==> config.mk <==
export PLATFORM = sky130hd
export DESIGN_NAME = exe_mul_unit
export DESIGN_NICKNAME = d
export VERILOG_FILES = /design/src/rtl/exe_mul_unit.sv
export SDC_FILE = /design/constraint.sdc
export NUM_CORES = 1
export LEC_CHECK = 0
export BUFFER_PORTS_ARGS = -buffer_cell sky130_fd_sc_hd__clkbuf_2
export CORE_UTILIZATION = 50
export CTS_CLUSTER_SIZE = 40
export DETAILED_ROUTE_END_ITERATION = 10
export PLACE_DENSITY = 0.73
export SLEW_MARGIN = 25
export SYNTH_ARGS = -nofsm -noshare
export SYNTH_HDL_FRONTEND = slang
export SYNTH_SLANG_ARGS = --single-unit
==> constraint.sdc <==
create_clock -name clk -period 7.15 [get_ports clk]
set_input_delay 1.43 -clock clk [delete_from_list [all_inputs] [get_ports clk]]
set_output_delay 1.43 -clock clk [all_outputs]
set_load 0.02 [all_outputs]
==> src/rtl/exe_mul_unit.sv <==
// Iterative shift-and-add MUL/MLA unit for the execute stage, one multiplier bit per cycle.
// Optional build macro MUL_EARLY_TERMINATE_EN stops iterating once the remaining multiplier is zero.
module exe_mul_unit #(
    parameter int WIDTH = 32,
    parameter int CNT_W = 6
) (
    input  logic             clk,
    input  logic             reset,
    input  logic             i_Start,
    input  logic             i_Accumulate,
    input  logic             i_S,
    input  logic [WIDTH-1:0] i_Rm,
    input  logic [WIDTH-1:0] i_Rs,
    input  logic [WIDTH-1:0] i_Rn,
    input  logic [3:0]       i_Status,
    input  logic             i_Flush,
    output logic             o_Busy,
    output logic             o_Done,
    output logic [WIDTH-1:0] o_Result,
    output logic [3:0]       o_Status,
    output logic             o_Status_Update
);

    localparam logic [1:0] S_IDLE = 2'd0;
    localparam logic [1:0] S_MULT = 2'd1;
    localparam logic [1:0] S_ACC  = 2'd2;
    localparam logic [1:0] S_DONE = 2'd3;

    localparam logic [CNT_W-1:0] LAST_CNT = CNT_W'(WIDTH - 1);

    if ((1 << CNT_W) <= WIDTH) begin : g_bad_cnt_w
        $error("exe_mul_unit: CNT_W too small to count WIDTH iterations");
    end

    // Handshake: i_Start is a one-cycle request honoured only in IDLE; there is no
    // ready signal, the caller holds the pipeline while o_Busy is high and takes the
    // result in the single cycle o_Done is high.
    logic [1:0]       state;
    logic [1:0]       state_nxt;
    logic [WIDTH-1:0] mplier;
    logic [WIDTH-1:0] mcand;
    logic [WIDTH-1:0] acc;
    logic [WIDTH-1:0] rn_q;
    logic [CNT_W-1:0] cnt;
    logic             accum_q;
    logic             s_q;
    logic [3:0]       st_q;
    logic [WIDTH-1:0] result_q;
    logic [3:0]       status_q;

    logic [WIDTH-1:0] acc_step;
    logic [WIDTH-1:0] mplier_shift;
    logic             last_iter;
    logic             start_ok;
    logic [3:0]       done_status;

    assign start_ok     = i_Start && !i_Flush;
    assign acc_step     = mplier[0] ? (acc + mcand) : acc;
    assign mplier_shift = mplier >> 1;

`ifdef MUL_EARLY_TERMINATE_EN
    assign last_iter = (cnt == LAST_CNT) || (mplier_shift == '0);
`else
    assign last_iter = (cnt == LAST_CNT);
`endif

    // N and Z come from the result; C and V pass through from the latched flags.
    assign done_status = (st_q & 4'b0011) | {acc[WIDTH-1], (acc == '0), 2'b00};

    always_comb begin
        state_nxt = state;
        case (state)
            S_IDLE: begin
                if (start_ok) begin
                    state_nxt = S_MULT;
                end
            end
            S_MULT: begin
                if (i_Flush) begin
                    state_nxt = S_IDLE;
                end else if (last_iter) begin
                    state_nxt = accum_q ? S_ACC : S_DONE;
                end
            end
            S_ACC: begin
                state_nxt = i_Flush ? S_IDLE : S_DONE;
            end
            S_DONE: begin
                state_nxt = S_IDLE;
            end
            default: begin
                state_nxt = S_IDLE;
            end
        endcase
    end

    always_ff @(posedge clk or posedge reset) begin
        if (reset) begin
            state    <= S_IDLE;
            mplier   <= '0;
            mcand    <= '0;
            acc      <= '0;
            rn_q     <= '0;
            cnt      <= '0;
            accum_q  <= 1'b0;
            s_q      <= 1'b0;
            st_q     <= 4'b0000;
            result_q <= '0;
            status_q <= 4'b0000;
        end else begin
            state <= state_nxt;
            case (state)
                S_IDLE: begin
                    if (start_ok) begin
                        mplier  <= i_Rm;
                        mcand   <= i_Rs;
                        rn_q    <= i_Rn;
                        accum_q <= i_Accumulate;
                        s_q     <= i_S;
                        st_q    <= i_Status;
                        acc     <= '0;
                        cnt     <= '0;
                    end
                end
                S_MULT: begin
                    if (!i_Flush) begin
                        acc    <= acc_step;
                        mcand  <= mcand << 1;
                        mplier <= mplier_shift;
                        cnt    <= cnt + CNT_W'(1);
                    end
                end
                S_ACC: begin
                    if (!i_Flush) begin
                        acc <= acc + rn_q;
                    end
                end
                S_DONE: begin
                    // Commit regardless of i_Flush: the result is already architectural.
                    result_q <= acc;
                    status_q <= done_status;
                end
                default: begin
                end
            endcase
        end
    end

    assign o_Busy          = (state == S_MULT) || (state == S_ACC);
    assign o_Done          = (state == S_DONE);
    assign o_Status_Update = o_Done && s_q;
    assign o_Result        = o_Done ? acc : result_q;
    assign o_Status        = o_Done ? done_status : status_q;

endmodule

======== Yosys cells after proc, flatten, opt, wreduce, memory -nomap -nowiden ========
Index checks and enable logic that the tools add are counted.
operators by class
  bitwise gates (word level) .............. 1
  reductions and logical operators ........ 12
  equal/unequal tests ..................... 9
  multiplexer cells ....................... 22
  add/sub/neg operators ................... 3
operators by type and width
  operator                                        number
  two-way mux 32 bit                              9
  case mux 32 bit (2 select lines)                2
  case mux 32 bit (3 select lines)                1
  adder 32 bit                                    2
  zero test 32 bit                                1
  two-way mux 6 bit                               2
  case mux 6 bit (2 select lines)                 1
  two-way mux 2 bit                               4
  != test 2 bit (second input constant)           4
  case mux 2 bit (4 select lines)                 1
  adder 6 x 1 -> 6 bit (second input constant)    1
  == test 6 x 5 -> 1 bit (second input constant)  1
  AND reduction 5 bit                             1
  == test 2 bit (second input constant)           2
  two-way mux 4 bit                               1
  bitwise OR 2 x 4 -> 4 bit                       1
  AND reduction 2 bit                             2
  != test 3 bit (second input constant)           1
  AND reduction 3 bit                             1
  nonzero test 3 bit                              1
  == test 2 x 1 -> 1 bit (second input constant)  1
  logical AND 1 bit                               2
  zero test 2 bit                                 1
  nonzero test 2 bit                              1
  other kinds (3)                                 3
storage, ports and cells
  input port bits ......................... 106
  output and inout port bits .............. 39
  word-level logic and storage cells ...... 58
  register bits ........................... 176

======== Depth between registers and ports, before layout ========
Gate-level depths: netlist (run 1).
  depth in word-level cells ............... 4
  depth in mapped cells ................... 14
  depth with buffers taken out ............ 12

======== Worst setup path before layout (run 1) ========
No wires, ideal clock.
  path type ............................... reg-to-reg
  from .................................... register state[0]
  to ...................................... register acc[25]
  stages on the path, launching flop included .. 15
  setup slack ............................. 3581 ps
  path buffers ............................ 3
  clock period less this slack ............ 3569 ps
  library setup time ...................... 122 ps
  data required time ...................... 7028 ps
  data arrival time ....................... 3448 ps
  path through ............................ dfrtp_1 inv_1 ha_1 clkbuf_1 clkbuf_1 mux2_2 ha_1 buf_6 a21oi_4 o21ai_1 a221o_1 o211ai_2 a211oi_1 or3_1 a32o_1
between the ends
  longest elaborated chain between the ends .. 3
  elaborated cells on any way between the ends .. 10
  classes of those cells .................. eq/ne: 6; mux: 1; reduce/logical: 3
ends and longest elaborated chain
  element                                                        RTL line  RTL
  from (decl)                                                    38        logic [1:0] state;
  from (signal assigned)                                         111       state <= state_nxt;
  == test 2 x 1 -> 1 bit (tied with other cells)                 112       case (state)
  != test 2 bit (no line) or nonzero test 3 bit (tied branches)  -
  AND reduction 5 bit (no line)                                  -
  to (signal assigned)                                           127       acc <= acc_step;
  to (signal assigned)                                           135       acc <= acc + rn_q;
  to (decl)                                                      42        logic [WIDTH-1:0] acc;
Several ways; a longest one is shown, not always the timed one.
A chain may end at the register's enable or synchronous reset.

======== Worst setup path after layout (run 1) ========
  from .................................... register state[0]
  to ...................................... output port o_Status[2]
between the ends
  longest elaborated chain between the ends .. 2
ends and longest elaborated chain
  element            RTL line  RTL
  == test 2 bit      150       assign o_Done = (state == S_DONE);
  two-way mux 4 bit  153       assign o_Status = o_Done ? done_status : status_q;
  to (decl)          20        output logic [3:0] o_Status,
Every way passes these cells.

==> reports/results.tsv, run 1 <==
stage	metric	value	unit
run_status	outcome	finished, final reports clean	
cts	clk_pin_slew	0.06	ns
logic_synthesis	synth_edf_count	0	
logic_synthesis	synth-xor-area-share	0.0269	
logic_synthesis	synth_top_family_by_area	multiplexers	
layout	layout-drive-gt1-share	0.277	
placed_design	dp_hpwl	15300	um
logic_synthesis	ys.flop_type	dfrtp_1	
placed_design	io_buffers	142	
setup_path	worstPathArrival	2.97	ns
global_routing	grt_max_degree	99	
setup_path	critPathLaunchType	register	
timing	max_freq	0.227	GHz
cts	cts-root-buf	clkbuf_16	
setup_path	crit_buf_inv	1	
die	die_w	139	um
logic_synthesis	yosysMostFrequentCell	dfrtp_1	
power_and_ir_drop	powerDensity	542	nW/um^2
layout	layout.nets	1182	
setup_path	crit_end	o_Status[2]	
global_routing	grt_pass1_wl	35900	um
logic_synthesis	synth_warnings	0	
timing	tightest_slew	0.889	ns
timing	hold_viol_final	0	
global_routing	grt_overflow	0	
timing	post-route-period-util	0.615	
route	wire_per_inst	17.1	um
global_routing	grt_pass1_vias	7044	
setup_path	r2r-end	acc[29]	
logic_synthesis	syn_inst	907	
setup_path	path_max_fanout	41	
global_routing	grt_util_met1	0.321	
cts	cts.sinks	176	
route	firstDrtPassIters	7	
global_routing	grt_util_met3	0.0461	
timing	setup_viol	0	
logic_synthesis	synthSimpleGateAreaFrac	0.105	
logic_synthesis	synth_common_cells	dfrtp_1 (176), a21oi_1 (108), mux2_2 (100)	
route	vias	7139	
global_routing	grt-busiest-layer	met2	
placed_design	place.gp.congestion	0.892	
timing	slew_viol_final	0	
setup_path	cp_data_required_time	5.72	ns
timing	finClkSkew	0.0129	ns
cts	cts_resized	0	
setup_path	path_class	register to output port	
cts	clockBufferDepth	2	
cts	insertion_delay	0.43	ns
layout	syn_to_final_growth	16.5	%
logic_synthesis	synth.avg_cell_area	10.4	um^2
setup_path	max_stage_delay	0.56	ns
timing	tns	0	ns
logic_synthesis	synth_compound_area_frac	0.130	
cts	h-tree-depth	4	
die	std_cell_rows	49	
global_routing	grt_use_total	0.234	
timing	layout_min_cycle_time	4.40	ns
global_routing	antenna_found_initial	0	
logic_synthesis	synthMuxAreaShare	0.187	
layout	stdcell_area	11000	um^2
hold_path	hp-class	register to register	
setup_path	slowest_stage	ha_4	
timing	rsz0062_at_grt	no	
timing	hold_ws	0.495	ns
setup_path	path_delay_family	simple AND/OR/NAND/NOR gates	
logic_synthesis	yosys.area.top_type	dfrtp_1	
global_routing	grt_use_met2	0.381	
die	die_area	19500	um^2
route	route.detailed.drc	0	
cts	post_cts_buffers	0	
cts	cts_tree	built	
setup_path	cp.depth	7	
logic_synthesis	ys_ff_latch	176	
power_and_ir_drop	ir_worst_vdd	0.222	mV
logic_synthesis	ys_seq_area_frac	0.466	
logic_synthesis	synth_fp_nets	1058	
setup_path	r2r_start	state[0]	
setup_path	crit_chain	ha_4 -> nor4b_1 -> nand4_1 -> nor4_1 -> nand4_1 -> o21ai_0 -> clkbuf_2	
setup_path	cpMostUsedCell	nand4_1	
cts	numCtsBuffers	17	
setup_path	crit_path_end_kind	output port	
logic_synthesis	synthArstFlopShare	1.00	
logic_synthesis	synthesis.area	9450	um^2
route	routed_via_density	5.62	
route	drt_wl_total	21800	um
layout	diodes	0	
timing	relSlewSlack	0.407	
placed_design	dpl_cell_area	10400	um^2
logic_synthesis	synth_cell_types	57	
die	die_height	139	um
logic_synthesis	ys_top_cells_by_area	dfrtp_1 (47%), mux2_2 (12%), mux2i_1 (6.8%)	
setup_path	worstSetupStartpoint	state[0]	
layout	num-fill-cells	1575	
setup_path	reg2reg_slack	3.27	ns
die	initial_utilization	0.517	
flow_run	max-cap-violations	0	
route	dr.first_iter.drc_count	376	
die	core-area	18300	um^2
cts	cts.hold.buffers_added	0	
power_and_ir_drop	leakage	5.12	nW
logic_synthesis	synth_top_area_share	0.466	
logic_synthesis	synth_fa_ha_area_frac	0.0604	
route	ant_nets	0	
die	ioPinCount	145	
setup_path	r2r_cells	12	
## cell type report
type	instances	area [um^2]	area share
multi-input cells	672	4860	0.442
flip-flops and latches	176	4400	0.400
repair buffers	148	759	0.0690
clock buffers	20	447	0.0406
well taps	229	287	0.0260
clock inverters	10	185	0.0168
inverters	16	65.1	0.00591
## worst min path at each step
stage	end	from	cells after the start
final	result_q[14]	result_q[14]	1
after global routing	result_q[14]	result_q[14]	1
after CTS	result_q[14]	result_q[14]	1
after detailed placement	result_q[14]	result_q[14]	1
after global placement	result_q[23]	result_q[23]	1
after floorplan	s_q	s_q	1
## per-stage QoR
step | power (mW) | setup WS, ns | utilization | std cells
after floorplan | 4.18 | 0.946 | - | 907
after global placement | 4.86 | 2.87 | 0.567 | 1241
after detailed placement | 4.93 | 2.83 | 0.567 | 1241
after CTS | 5.98 | 2.38 | 0.601 | 1271
after global routing | 6.45 | 2.51 | 0.603 | 1271
final | 5.97 | 2.75 | 0.603 | 1271
## report_power, final
group | internal [mW] | switching [mW]
Combinational | 1.34 | 1.86
Clock | 0.626 | 0.385
Sequential | 1.45 | 0.303
## logic make-up (layout without fill, tap and decap cells)
family / Yosys count / count (layout)
DFF: 176 / 176
adders and majority gates: 45 / 45
xor gates and xnor gates: 29 / 29
muxes: 164 / 164
and+or+nand+nor: 221 / 221
buffers and inverters: 59 / 194
AOI/OAI and AO/OA: 213 / 213
## layer usage
metal,vias up,part of all wire
li1,3501,-
met1,3447,0.47
met2,175,0.47
met3,16,0.045
met4,0,0.0098
met5,-,0
## state kept, by name, indices dropped and copies added (netlist names)
register,flops
acc,32
mcand,32
mplier,32
result_q,32
rn_q,32
cnt,6
status_q,4
st_q,2
state,2
accum_q,1
s_q,1
## placed cells by master, fill, tap and decap left out, types with 4 or more instances in the layout
| cell | n |
|---|---|
| nand3_1 | 9 |
| inv_1 | 15 |
| dfrtp_1 | 176 |
| a21o_1 | 8 |
| nor2b_1 | 5 |
| o21ai_0 | 50 |
| clkbuf_16 | 17 |
| nor2_1 | 88 |
| mux2i_1 | 64 |
| xor2_1 | 17 |
| nand4_1 | 11 |
| a31oi_1 | 4 |
| nor4_1 | 8 |
| o21bai_1 | 6 |
| o211ai_1 | 5 |
| nand2b_1 | 5 |
| xnor2_1 | 12 |
| o31ai_1 | 4 |
| clkbuf_2 | 142 |
| bufinv_16 | 5 |
| ha_1 | 41 |
| a21oi_1 | 108 |
| buf_4 | 5 |
| nand2_1 | 66 |
| nor3_1 | 7 |
| mux2_2 | 100 |
## worst register-to-register path, cell delays in order (launching register included)
cell and delay (ns):
dfrtp_1 0.45, inv_1 0.15, ha_2 0.59, buf_4 0.35
mux2_2 0.37, ha_1 0.35, a21oi_1 0.48, o21bai_1 0.20
a21oi_1 0.21, o221ai_1 0.14, o22ai_1 0.20, xor2_1 0.16
o21ai_0 0.10
Power figures use the tool's default switching activity.
==> inputs of run 2 (changes only) <==
- ABC_AREA: not set -> 1
- PLACE_DENSITY: 0.73 -> 0.72
- clock period: 7.15 -> 4.62 ns (I/O delays scaled with it)
==> reports/results.tsv, run 2 <==
stage	metric	value	unit	change
route	route.detailed.drc	0		unchanged
power_and_ir_drop	ir_worst_vdd	0.506	mV	was 0.222 mV
global_routing	grt_max_degree	177		was 99
layout	num-fill-cells	1863		was 1575
logic_synthesis	synth.avg_cell_area	7.11	um^2	was 10.4 um^2
logic_synthesis	ys.flop_type	dfrtp_1		unchanged
timing	hold_viol_final	0		unchanged
placed_design	dp_hpwl	18700	um	was 15300 um
setup_path	path_max_fanout	42		was 41
die	die_area	20700	um^2	was 19500 um^2
power_and_ir_drop	powerDensity	726	nW/um^2	was 542 nW/um^2
cts	insertion_delay	0.44	ns	was 0.43 ns
setup_path	crit_path_end_kind	output port		unchanged
logic_synthesis	synth_fa_ha_area_frac	0.0566		was 0.0604
cts	clockBufferDepth	2		unchanged
power_and_ir_drop	leakage	6.41	nW	was 5.12 nW
run_status	outcome	finished, final reports clean		unchanged
route	drt_wl_total	25800	um	was 21800 um
layout	multi_input_area	4800	um^2	was 4860 um^2
route	dr.first_iter.drc_count	607		was 376
timing	slew_viol_final	0		unchanged
logic_synthesis	synth-xor-area-share	0.00348		was 0.0269
logic_synthesis	synth_fp_nets	1568		was 1058
logic_synthesis	synth_common_cells	nand2_1 (602), dfrtp_1 (176), inv_1 (167)		was dfrtp_1 (176), a21oi_1 (108), mux2_2 (100)
setup_path	cp_data_required_time	3.70	ns	was 5.72 ns
layout	layout.nets	1684		was 1182
die	core-area	19600	um^2	was 18300 um^2
flow_run	max-cap-violations	0		unchanged
route	ant_nets	0		unchanged
timing	tightest_slew	0.913	ns	was 0.889 ns
placed_design	place.gp.congestion	0.912		was 0.892
logic_synthesis	ys_ff_latch	176		unchanged
logic_synthesis	synthArstFlopShare	1.00		unchanged
cts	cts-root-buf	clkbuf_16		unchanged
cts	cts_tree	built		unchanged
logic_synthesis	synthSimpleGateAreaFrac	0.295		was 0.105
placed_design	io_buffers	142		unchanged
logic_synthesis	yosys.area.top_type	dfrtp_1		unchanged
cts	numCtsBuffers	17		unchanged
logic_synthesis	ys_seq_area_frac	0.437		was 0.466
die	die_height	144	um	was 139 um
layout	stdcell_count	1812		was 1271
layout	register_area	4400	um^2	unchanged
cts	cts_resized	0		unchanged
timing	hold_ws	0.468	ns	was 0.495 ns
logic_synthesis	syn_inst	1417		was 907
route	vias	9196		was 7139
logic_synthesis	synth_top_area_share	0.437		was 0.466
setup_path	critPathLaunchType	register		unchanged
logic_synthesis	synth_warnings	0		unchanged
global_routing	grt_use_total	0.261		was 0.234
layout	layout_common_cells	nand2_1 (602), dfrtp_1 (176), inv_1 (166)		was dfrtp_1 (176), clkbuf_2 (142), a21oi_1 (108)
cts	clk_pin_slew	0.08	ns	was 0.06 ns
logic_synthesis	ys_top_cells_by_area	dfrtp_1 (44%), nand2_1 (22%), inv_1 (6.2%)		was dfrtp_1 (47%), mux2_2 (12%), mux2i_1 (6.8%)
logic_synthesis	synth_cell_types	41		was 57
logic_synthesis	synthesis.area	10100	um^2	was 9450 um^2
logic_synthesis	synth_top_family_by_area	simple AND/OR/NAND/NOR gates		was multiplexers
logic_synthesis	synthMuxAreaShare	0		was 0.187
route	routed_via_density	5.08		was 5.62
timing	post-route-period-util	0.747		
timing	rsz0062_at_grt	no		unchanged
cts	cts.hold.buffers_added	0		unchanged
global_routing	antenna_found_initial	1		was 0
layout	final_common_cell	nand2_1		was dfrtp_1
timing	finClkSkew	0.0121	ns	was 0.0129 ns
cts	h-tree-depth	4		unchanged
die	std_cell_rows	51		was 49
placed_design	placedCellCount	1778		was 1241
logic_synthesis	synth_compound_area_frac	0.119		was 0.130
cts	post_cts_buffers	0		unchanged
timing	relSlewSlack	0.391		was 0.407
hold_path	hp-class	register to register		unchanged
route	firstDrtPassIters	5		was 7
setup_path	worstPathArrival	2.53	ns	was 2.97 ns
layout	layout-drive-gt1-share	0.128		was 0.277
global_routing	grt_pass1_vias	8466		was 7044
logic_synthesis	synth_edf_count	0		unchanged
die	die_w	144	um	was 139 um
cts	cts.sinks	176		unchanged
die	initial_utilization	0.515		was 0.517
route	wire_per_inst	14.2	um	was 17.1 um
global_routing	grt_overflow	0		unchanged
logic_synthesis	yosysMostFrequentCell	nand2_1		was dfrtp_1
timing	setup_viol	0		unchanged
timing	layout_min_cycle_time	3.45	ns	
die	ioPinCount	145		unchanged
timing	tns	0	ns	unchanged
global_routing	grt_pass1_wl	41500	um	was 35900 um
timing	max_freq	0.290	GHz	
layout	syn_to_final_growth	15.6	%	was 16.5%
setup_path	path_class	register to output port		unchanged
[run 2: per-stage QoR]
stage	area [um^2]	utilization	worst slack, ns	total power, mW
floorplan	10100	-	1.44	5.82
global placement	11000	0.561	1.38	6.80
detailed placement	11000	0.561	1.35	6.92
CTS	11600	0.593	1.21	8.48
global route	11600	0.595	0.937	9.24
finish	11600	0.595	1.17	8.46
[run 2: report_power, final]
group / switching, mW / internal, mW
logic: 2.92 / 1.40
clock network: 0.731 / 0.794
registers: 0.377 / 2.24
total: 4.03 / 4.43
[run 2: kinds of logic (layout without fill, tap and decap cells)]
group                      count (synthesis)  after routing
xor gates and xnor gates                   4              4
AOI/OAI and AO/OA                        209            209
buffers and inverters                    226            355
adders and majority gates                 45             45
and+or+nand+nor                          757            757
other                                      0              1
DFF                                      176            176
[run 2: worst max-delay path, stage by stage (launching register included)]
cell	delay, ns
dfrtp_1	0.46
ha_1	0.63
inv_2	0.12
buf_4	0.30
nor2_1	0.30
nor2_1	0.12
clkbuf_2	0.17
[run 2: worst paths after layout]
kind | start | slack [ns] | end | cells after the start
max | state[0] | 1.17 | o_Status[3] | 6
min | result_q[22] | 0.47 | result_q[22] | 2
max reg2reg | state[0] | 1.22 | acc[13] | 13
min reg2reg | result_q[22] | 0.47 | result_q[22] | 2
max in group asynchronous | reset | 3.19 | acc[23] | 4
min in group asynchronous | reset | 0.53 | result_q[8] | 3
[run 2: cell type report]
| type | instances | share of cell area |
|---|---|---|
| multi-input cells | 1015 | 0.412 |
| flip-flops and latches | 176 | 0.378 |
| repair buffers | 150 | 0.0700 |
| inverters | 173 | 0.0566 |
| clock buffers | 17 | 0.0365 |
| well taps | 265 | 0.0285 |
| clock inverters | 15 | 0.0180 |
| diodes | 1 | 0.000215 |
[run 2: per-layer routing]
metal  routed length [um]  global-route usage  vias up
li1                     -                   -     4717
met1                12100               0.354     4225
met2                11700               0.415      226
met3                 1560              0.0586       28
met4                  517              0.0761        0
met5                    0                   0        -
==> inputs of run 3 (changes only) <==
- ABC_AREA: 1 -> 0
- PLACE_DENSITY: 0.72 -> 0.73
- clock period: 4.62 -> 3.6 ns (I/O delays scaled with it)
==> reports/results.tsv, run 3 (synthesized netlist as in run 1, its figures left out) <==
stage	metric	value	unit	change
cts	post_cts_buffers	0		unchanged
power_and_ir_drop	ir_worst_vdd	0.515	mV	was 0.506 mV
setup_path	crit_path_end_kind	register		was output port
hold_path	hp-class	input port to async pin		was register to register
power_and_ir_drop	power	12.0	mW	was 8.46 mW
route	ant_nets	0		unchanged
timing	max_freq	0.285	GHz	
timing	hold_viol_final	0		unchanged
layout	syn_to_final_growth	17.8	%	was 15.6%
layout	final_util	0.609		was 0.595
cts	h-tree-depth	4		unchanged
cts	clk_pin_slew	0.07	ns	was 0.08 ns
route	firstDrtPassIters	5		unchanged
cts	cts_tree	built		unchanged
layout	layout.nets	1190		was 1684
setup_path	slowest_stage	dfrtp_1		was ha_1
route	vias	7262		was 9196
power_and_ir_drop	powerDensity	1080	nW/um^2	was 726 nW/um^2
die	initial_utilization	0.517		was 0.515
cts	cts.sinks	176		unchanged
run_status	outcome	finished, final reports clean		unchanged
placed_design	place_ws	0.0502	ns	was 1.35 ns
route	dr.first_iter.drc_count	482		was 607
placed_design	dp_hpwl	15500	um	was 18700 um
setup_path	worstPathArrival	3.83	ns	was 2.53 ns
timing	layout_min_cycle_time	3.51	ns	
layout	diodes	0		was 1
global_routing	grt_pass1_vias	7148		was 8466
layout	num-fill-cells	1543		was 1863
timing	finClkSkew	0.0119	ns	was 0.0121 ns
layout	layout-drive-gt1-share	0.293		was 0.128
die	die_area	19500	um^2	was 20700 um^2
timing	hold_ws	0.172	ns	was 0.468 ns
global_routing	grt_pass1_wl	36100	um	was 41500 um
timing	slew_viol_final	0		unchanged
timing	rsz0062_at_grt	yes		was no
cts	insertion_delay	0.44	ns	about the same
timing	relSlewSlack	0.557		was 0.391
timing	post-route-period-util	0.975		
placed_design	place.gp.congestion	0.895		was 0.912
cts	numCtsBuffers	17		unchanged
flow_run	max-cap-violations	0		unchanged
die	ioPinCount	145		unchanged
timing	tightest_slew	0.665	ns	was 0.913 ns
setup_path	critPathLaunchType	register		unchanged
setup_path	cp_data_required_time	3.92	ns	was 3.70 ns
setup_path	path_max_fanout	15		was 42
cts	cts-root-buf	clkbuf_16		unchanged
global_routing	grt_max_degree	127		was 177
route	route.detailed.drc	0		unchanged
layout	layout_common_cells	dfrtp_1 (176), clkbuf_2 (142), a21oi_1 (106)		was nand2_1 (602), dfrtp_1 (176), inv_1 (166)
global_routing	grt_overflow	0		unchanged
die	die_w	139	um	was 144 um
global_routing	antenna_found_initial	0		was 1
setup_path	path_class	register to register		was register to output port
die	core-area	18300	um^2	was 19600 um^2
die	die_height	139	um	was 144 um
cts	cts_resized	0		unchanged
power_and_ir_drop	leakage	5.16	nW	was 6.41 nW
setup_path	max_stage_delay	0.43	ns	was 0.63 ns
setup_path	crit_chain	inv_1 -> ha_1 -> buf_12 -> mux2_2 -> ha_1 -> a211oi_4 -> o211ai_2 -> and4_2 -> o211ai_2 -> a211oi_2 -> or3_1 -> a32o_1		was ha_1 -> inv_2 -> buf_4 -> nor2_1 -> nor2_1 -> clkbuf_2
global_routing	grt_use_total	0.234		was 0.261
cts	clockBufferDepth	2		unchanged
die	std_cell_rows	49		was 51
placed_design	io_buffers	142		unchanged
timing	setup_viol	0		unchanged
timing	fin_ws	0.0905	ns	was 1.17 ns
layout	final_common_cell	dfrtp_1		was nand2_1
cts	cts.hold.buffers_added	0		unchanged
route	wire_per_inst	17.2	um	was 14.2 um
route	routed_via_density	5.67		was 5.08
route	drt_wl_total	22000	um	was 25800 um
run 3: changes by cell type in the layout (fill, tap and decap cells not counted), moves of 43 or more:
| cell | before | now |
|---|---|---|
| nand2_1 | 602 | 66 |
| inv_1 | 166 | 15 |
| mux2i_1 | 0 | 64 |
| a21oi_1 | 34 | 106 |
| mux2_2 | 0 | 100 |
| o21ai_0 | 93 | 50 |
run 3: critical path, delay by kind of cell (launching register included):
kind / cells / cell delay, ns
AO/OA/AOI/OAI: 5 / 1.07
adder cells (fa/ha/maj): 2 / 0.59
AND/OR/NAND/NOR: 2 / 0.61
multiplexers: 1 / 0.37
buffers and inverters: 2 / 0.33
flip-flops: 1 / 0.43
run 3: per-layer routing:
| metal | global-route usage | part of all wire | up-vias |
|---|---|---|---|
| li1 | - | - | 3510 |
| met1 | 0.335 | 0.49 | 3566 |
| met2 | 0.366 | 0.46 | 166 |
| met3 | 0.0440 | 0.039 | 20 |
| met4 | 0.0585 | 0.011 | 0 |
| met5 | 0 | 0 | - |
run 3: worst paths after layout:
path,from,endpoint,slack [ns],depth (start not counted)
min,reset,mplier[24],0.17,2
min reg2reg,result_q[21],result_q[21],0.49,1
max,state[0],acc[25],0.09,12
min in group clk,result_q[21],result_q[21],0.49,1
max in group asynchronous,reset,rn_q[22],2.64,3
max reg2reg,state[0],acc[25],0.09,12
run 3: cell type report:
type                            count  area, um^2  area share
Clock inverter                     10         126      0.0114
Timing Repair Buffer              156         870      0.0781
Tap cell                          229         287      0.0257
Multi-Input combinational cell    672        4890       0.439
Clock buffer                       22         494      0.0444
Inverter                           16        63.8     0.00573
Sequential cell                   176        4400       0.396
run 3: power by group:
part           switching (mW)  internal (mW)
Sequential              0.593           2.88
Clock                   0.792           1.12
Combinational            3.82           2.76
Total                    5.21           6.77
run 3: through the flow:
stage                     setup TNS, ns  instances  cell area, um^2
after floorplan                       0        907             9450
after global placement                0       1249            10500
after detailed placement              0       1249            10500
after CTS                             0       1281            11100
after global routing            -0.0142       1281            11100
final                                 0       1281            11100
